## config.mk

```make
export PLATFORM = sky130hd
export DESIGN_NAME = pc_fetch_unit
export DESIGN_NICKNAME = d
export VERILOG_FILES = /design/src/rtl/pc_fetch_unit.sv
export SDC_FILE = /design/constraint.sdc
export NUM_CORES = 1
export LEC_CHECK = 0
export ABC_AREA = 0
export BUFFER_PORTS_ARGS = -buffer_cell sky130_fd_sc_hd__buf_2
export CAP_MARGIN = 25
export CORE_MARGIN = 8
export CORE_UTILIZATION = 40
export DETAILED_ROUTE_END_ITERATION = 12
export PLACE_DENSITY = 0.75
export SYNTH_ARGS = -nofsm -noshare
export SYNTH_HDL_FRONTEND = slang
export SYNTH_SLANG_ARGS = --single-unit
```

## constraint.sdc

```tcl
create_clock -name clk -period 2.2 [get_ports clk]
set_input_delay 0.33 -clock clk [delete_from_list [all_inputs] [get_ports clk]]
set_output_delay 0.33 -clock clk [all_outputs]
set_load 0.01 [all_outputs]
```

## src/rtl/pc_fetch_unit.sv

```systemverilog
// Purpose: PC, IR, MDR and ALUOut registers for the multicycle MIPS core, plus fetch/branch counters.
// Latency: Adr is combinational; every register updates on the posedge after its enables are sampled.
// Backpressure: none; the decoder drives enables every cycle and this block always accepts them.
module pc_fetch_unit #(
  parameter logic [31:0] RESET_PC = 32'h0000_0000,
  parameter int          CNT_W    = 32
) (
  input  logic             clk,
  input  logic             reset,
  input  logic             PCWrite,
  input  logic             Branch,
  input  logic [1:0]       PCSource,
  input  logic             IorD,
  input  logic             IRWrite,
  input  logic             Zero,
  input  logic [31:0]      ALUResult,
  input  logic [31:0]      ReadData,
  output logic [31:0]      Adr,
  output logic [31:0]      PC,
  output logic [31:0]      Instr,
  output logic [31:0]      Data,
  output logic [31:0]      ALUOut,
  output logic [CNT_W-1:0] fetch_cnt,
  output logic [CNT_W-1:0] br_taken_cnt,
  output logic             misalign
);

  localparam logic [CNT_W-1:0] CNT_ONE = CNT_W'(1);

  logic [31:0]      pc_q, pc_d;
  logic [31:0]      instr_q, instr_d;
  logic [31:0]      data_q, data_d;
  logic [31:0]      aluout_q, aluout_d;
  logic [CNT_W-1:0] fetch_cnt_q, fetch_cnt_d;
  logic [CNT_W-1:0] br_cnt_q, br_cnt_d;
  logic             misalign_q, misalign_d;

  logic [31:0]      pc_next;
  logic             pc_en;
  logic             src_valid;
  logic             aligned;
  logic             br_taken;

  // Next-PC candidate; source 11 is reserved and simply re-selects the current PC.
  always_comb begin
    pc_next = pc_q;
    unique case (PCSource)
      2'b00:   pc_next = ALUResult;
      2'b01:   pc_next = aluout_q;
      2'b10:   pc_next = {pc_q[31:28], instr_q[25:0], 2'b00};
      default: pc_next = pc_q;
    endcase
  end

  // Next-state for all registers: guarded PC update, sticky misalign, IR/MDR/ALUOut and counters.
  always_comb begin
    pc_en       = PCWrite | (Branch & Zero);
    src_valid   = (PCSource != 2'b11);
    aligned     = (pc_next[1:0] == 2'b00);
    br_taken    = Branch & Zero & src_valid & aligned;

    pc_d        = pc_q;
    misalign_d  = misalign_q;
    instr_d     = instr_q;
    data_d      = ReadData;
    aluout_d    = ALUResult;
    fetch_cnt_d = fetch_cnt_q;
    br_cnt_d    = br_cnt_q;

    // A misaligned target is dropped rather than loaded; the flag only ever sets.
    if (pc_en && src_valid) begin
      if (aligned) begin
        pc_d = pc_next;
      end else begin
        misalign_d = 1'b1;
      end
    end

    if (IRWrite) begin
      instr_d     = ReadData;
      fetch_cnt_d = fetch_cnt_q + CNT_ONE;
    end

    if (br_taken) begin
      br_cnt_d = br_cnt_q + CNT_ONE;
    end
  end

  // State registers; reset is asynchronous so PC snaps to RESET_PC without waiting for a clock.
  always_ff @(posedge clk or negedge reset) begin
    if (!reset) begin
      pc_q        <= RESET_PC;
      instr_q     <= '0;
      data_q      <= '0;
      aluout_q    <= '0;
      fetch_cnt_q <= '0;
      br_cnt_q    <= '0;
      misalign_q  <= 1'b0;
    end else begin
      pc_q        <= pc_d;
      instr_q     <= instr_d;
      data_q      <= data_d;
      aluout_q    <= aluout_d;
      fetch_cnt_q <= fetch_cnt_d;
      br_cnt_q    <= br_cnt_d;
      misalign_q  <= misalign_d;
    end
  end

  assign Adr          = IorD ? aluout_q : pc_q;
  assign PC           = pc_q;
  assign Instr        = instr_q;
  assign Data         = data_q;
  assign ALUOut       = aluout_q;
  assign fetch_cnt    = fetch_cnt_q;
  assign br_taken_cnt = br_cnt_q;
  assign misalign     = misalign_q;

endmodule

```

### Yosys cells after proc, flatten, opt, wreduce, memory -nomap -nowiden

Index checks and enable logic that the tools add are counted.

| operators by class | value |
|---|---|
| $add $sub $neg | 2 |
| equal/unequal tests | 3 |
| muxes and demuxes | 2 |
| bitwise operators | 6 |
| reductions and logical operators | 9 |

Operator list:

| kind | number |
|---|---|
| case mux 32 bit (3 select lines) | 1 |
| adder 32 x 1 -> 32 bit (second input constant) | 2 |
| two-way mux 32 bit | 1 |
| logical NOT 2 bit | 2 |
| AND reduction 2 bit | 2 |
| AND reduction 4 bit | 1 |
| AND 1 bit | 3 |
| AND reduction 3 bit | 1 |
| nonzero test 3 bit | 1 |
| equality test 2 x 1 -> 1 bit (second input constant) | 1 |
| equality test 2 bit (second input constant) | 1 |
| inequality test 2 bit (second input constant) | 1 |
| inverter 1 bit | 2 |
| nonzero test 2 bit | 1 |
| logical AND 1 bit | 1 |
| OR 1 bit | 1 |

| storage, ports and cells | value |
|---|---|
| bits in registers | 193 |
| input bits | 73 |
| output and inout port bits | 225 |
| word-level logic and storage cells | 31 |

### Depth between registers and ports, before layout

| depth | value |
|---|---|
| word-level depth | 5 |
| gate-level depth with buffers | 7 |
| mapped depth without buffers | 5 |

### Worst setup path before layout

No wires, ideal clock.

| timing | value |
|---|---|
| kind | input to register |
| start point | input port PCSource[0] |
| end point | register pc_q[10], in the netlist PC[10] |
| library setup time | 125 ps |
| data arrival time | 1709 ps |
| path slack | 367 ps |
| stages on the path | 6 |
| cell sequence | buf_2 -> nor3_1 -> a211oi_2 -> nor2_2 -> buf_2 -> mux2_2 |

| between the ends | value |
|---|---|
| longest elaborated chain between the ends | 4 |
| elaborated cells between the ends (all ways) | 9 |

Ends and longest elaborated chain:

| element | line | source |
|---|---|---|
| from (decl) | 12 | `input logic [1:0] PCSource,` |
| equality test 2 bit (tied with other cells) | 47 | `unique case (PCSource)` |
| case mux 32 bit (3 select lines) | 47 |  |
| logical NOT 2 bit | 59 | `aligned = (pc_next[1:0] == 2'b00);` |
| AND reduction 3 bit (no source line) | -- |  |
| to (signal assigned) | 100 | `pc_q <= pc_d;` |
| to (decl) | 30 | `logic [31:0] pc_q, pc_d;` |

Several ways; a longest one is shown, not always the timed one.
A chain may end at the register's enable or synchronous reset.

### Worst setup path in the final report

| timing | value |
|---|---|
| start point | register br_cnt_q[5], in the netlist br_taken_cnt[5] |
| end point | register br_cnt_q[21], in the netlist br_taken_cnt[21] |

| between the ends | value |
|---|---|
| longest elaborated chain between the ends | 1 |

Ends and longest elaborated chain:

| element | line | source |
|---|---|---|
| from (decl) | 35 | `logic [CNT_W-1:0] br_cnt_q, br_cnt_d;` |
| from (signal assigned) | 105 | `br_cnt_q <= br_cnt_d;` |
| adder 32 x 1 -> 32 bit | 85 | `br_cnt_d = br_cnt_q + CNT_ONE;` |

No other way between the ends.

==> run_results.csv <==
group,metric,value,unit
clocking,cts_buffers,17,
power_and_ir_drop,power.density,826,nW/um^2
place,dp.final_hpwl,16.4,mm
logic_synthesis,seq_area_frac_synth,60.3,%
logic_synthesis,synth_nets,679,
die,die_w,158,um
die,initial_core_util,40.9,%
place,gp_congestion,0.810,
sta,rsz0062_at_grt,"false",
sta,hold_violations,0,
sta,max_freq,505,MHz
route,ant_nets,0,
critical_path,slowest_stage,"or4_4",
power_and_ir_drop,ir_drop,0.485,mV
place,place.detailed.instances,1154,
global_routing,grt_overflow,0,
route,drtIter0Drc,207,
sta,setup-violations-final,0,
power_and_ir_drop,seqPwrFrac,47.7,%
critical_path,cp_num_buf_inv,0,
logic_synthesis,syn_area_per_cell,13.3,um^2
logic_synthesis,synth_area,8010,um^2
logic_synthesis,synth_async_sr_flop_share,100,%
logic_synthesis,yosys_warnings,0,
critical_path,crit_arrival,2.32,ns
clocking,clock_tree.root_cell,"clkbuf_16",
die,rows,51,
place,port_buffers,297,
clocking,clock_latency,0.43,ns
layout,drive_above_1_share,48.8,%
clocking,clockBufferDepth,2,
logic_synthesis,ys_seq_elements,193,
clocking,cts.sinks,193,
route,drc_errors,0,
power_and_ir_drop,power.leakage,5.39,nW
sta,slew-limit-headroom,67.7,%
clocking,ctsResizeCount,0,
layout,fin_cells,1208,
route,routed_wl,22.4,mm
critical_path,critPathMaxStageDelay,0.70,ns
die,die-area,24800,um^2
logic_synthesis,synth_ff_type,"dfrtp_1",
critical_path,cp_cell_sequence,"nand4_2, or4_4, nor4_1, xor2_1",
power_and_ir_drop,p_int,0.00621,W
critical_path,required,2.54,ns
clocking,clkTransAtPathRegs,0.08,ns
logic_synthesis,syn_inst,604,
layout,syn2layout_area_growth,34.1,%
clocking,htreeDepth,4,
clocking,cts_tree,"built",
global_routing,grt_pass1_vias,6252,
global_routing,grt_pass1_wl,35.0,mm
route,vias,6086,
route,via_per_inst,5.04,
route,wire_per_inst,18.6,um
die,die_y,158,um
logic_synthesis,synth_edf_count,0,
sta,finalCriticalPeriod,1.98,ns
flow_run,maxCapViolations,0,
critical_path,crit_fanout,12,
global_routing,antenna_found_initial,0,
sta,worstMarginPinSlew,0.479,ns
logic_synthesis,synth.distinct_cells,37,
sta,finalMaxSlewViolations,0,
layout,fin_nets,1005,
power_and_ir_drop,power.switching,0.00267,W
critical_path,critPathKind,"reg -> reg",
hold_path,worstHoldPathType,"in -> reg",
critical_path,end_kind,"flop",
sta,fin_skew,0.0119,ns
global_routing,grt_max_degree,72,
sta,fin_crit_sh,90.0,%
global_routing,gr-usage-all-layers,18.1,%
power_and_ir_drop,pwr-share-clk,34.1,%
die,ios,298,
run_status,status,"finished, final reports clean",
layout,antenna-diode-count,0,
critical_path,crit_family,"simple AND/OR/NAND/NOR gates",
power_and_ir_drop,pwr-share-comb,18.2,%
power_and_ir_drop,swShare,30.1,%
sta,setup-tns-final,0,ns
die,core-area,19600,um^2
critical_path,cp-start-kind,"flop",
route,drt_pass1_iterations,4,
## Yosys cell counts, types with 2 or more instances
cell	n	area (um^2)
ha_1	2	25.0
and2_1	3	18.8
and3_1	8	50.1
nor2_1	8	30.0
nor4_4	3	63.8
nor4_1	17	106
buf_2	5	25.0
nand3_1	23	115
and4_1	6	52.6
nor4b_1	3	26.3
clkbuf_1	19	71.3
nand2_1	45	169
buf_1	4	15.0
xor2_1	35	307
dfrtp_1	193	4830
mux2_2	100	1130
nor3_1	10	50.1
xnor2_1	27	236
inv_1	5	18.8
nor2b_1	3	18.8
nor4_2	3	37.5
nand2b_1	2	12.5
nand4_1	17	106
mux2i_1	25	250
o21ai_0	26	130
## routing by layer
metal | wire length [um] | GRT usage, % | vias to the layer above | share of wire, %
li1 | - | - | 2801 | -
met1 | 9630 | 22.7 | 3069 | 43
met2 | 11000 | 30.7 | 192 | 49
met3 | 1440 | 4.11 | 24 | 6.4
met4 | 316 | 5.21 | 0 | 1.4
met5 | 0 | 0 | - | 0
## flip-flops by register name (all words and copies together) (netlist names)
| register | count |
|---|---|
| ALUOut | 32 |
| Data | 32 |
| Instr | 32 |
| PC | 32 |
| br_taken_cnt | 32 |
| fetch_cnt | 32 |
| misalign | 1 |
## power by group through the flow
stage               logic (W)  clock network (W)  registers (W)
floorplan            0.000638                  0        0.00440
global placement      0.00158                  0        0.00428
detailed placement    0.00160                  0        0.00430
CTS                   0.00164            0.00312        0.00423
global route          0.00175            0.00326        0.00429
finish                0.00162            0.00303        0.00423
## path summary, 6_finish.rpt
kind | startpoint | endpoint | slack [ns] | depth (start not counted)
setup / recovery | br_taken_cnt[5]$_DFFE_PN0P_ | br_taken_cnt[21]$_DFFE_PN0P_ | 0.22 | 4
hold / removal | ReadData[8] | Data[8]$_DFF_PN0_ | 0.02 | 1
setup reg to reg | br_taken_cnt[5]$_DFFE_PN0P_ | br_taken_cnt[21]$_DFFE_PN0P_ | 0.22 | 4
hold reg to reg | fetch_cnt[31]$_DFFE_PN0P_ | fetch_cnt[31]$_DFFE_PN0P_ | 0.47 | 1
max in group asynchronous | reset | Data[25]$_DFF_PN0_ | 1.17 | 3
min in group asynchronous | reset | Instr[21]$_DFFE_PN0P_ | 0.35 | 2
## cells in the final DEF, fill, tap and decap left out, drive strengths merged
| master | synthesis | routed |
|---|---|---|
| nor3 | 10 | 10 |
| nand3 | 23 | 23 |
| nand2 | 45 | 45 |
| a211oi | 1 | 1 |
| xor2 | 35 | 35 |
| clkinvlp | 0 | 1 |
| nor4b | 4 | 4 |
| nor4 | 23 | 23 |
| nand4 | 18 | 18 |
| clkbuf | 19 | 19 |
| nand2b | 2 | 2 |
| and3 | 8 | 8 |
| nor2b | 3 | 3 |
| nor2 | 9 | 9 |
| clkinv | 0 | 5 |
| or4 | 2 | 2 |
| mux2 | 100 | 100 |
| buf | 10 | 313 |
| inv | 5 | 13 |
| or3 | 2 | 2 |
| dlygate4sd3 | 0 | 22 |
| ha | 2 | 2 |
| xnor2 | 27 | 27 |
| and4 | 6 | 6 |
| dfrtp | 193 | 193 |
| or2 | 1 | 1 |
| o21ai | 26 | 26 |
| nor3b | 1 | 1 |
| a221o | 1 | 1 |
| and2 | 3 | 3 |
| mux2i | 25 | 25 |
## stage by stage
| stage | setup slack (ns) | cell area [um^2] | power, W | hold slack, ns | util, % |
|---|---|---|---|---|---|
| floorplan | 0.367 | 8010 | 0.00503 | 0.0344 | - |
| global placement | 0.312 | 9950 | 0.00586 | 0.236 | 50.8 |
| detailed placement | 0.269 | 9950 | 0.00590 | 0.240 | 50.8 |
| CTS | 0.237 | 10700 | 0.00899 | 0.000112 | 54.7 |
| global route | 0.124 | 10700 | 0.00930 | 0.00108 | 54.9 |
| finish | 0.221 | 10700 | 0.00888 | 0.0204 | 54.9 |
## layout make-up
| class | instances | area (um^2) |
|---|---|---|
| clock buffers | 18 | 439 |
| multi-input cells | 377 | 3060 |
| clock inverters | 14 | 140 |
| well taps | 265 | 332 |
| fillers | 1679 | 8840 |
| flip-flops and latches | 193 | 4830 |
| repair buffers | 336 | 1930 |
| inverters | 5 | 18.8 |
## kinds of logic after synthesis
logic type	after synthesis	synth area share, %
fa+ha+maj	2	0.312
compound gates	28	1.90
mux	125	17.2
simple gates	160	11.8
xor+xnor	62	6.78
buf+inv	34	1.76
flops	193	60.3
## what timing repair did
item / in CTS / in global routing
hold endpoints to repair: 42 / 3
buffers inserted: 0 / 0
hold buffers: 19 / 3
(Power assumes the default switching activity.)
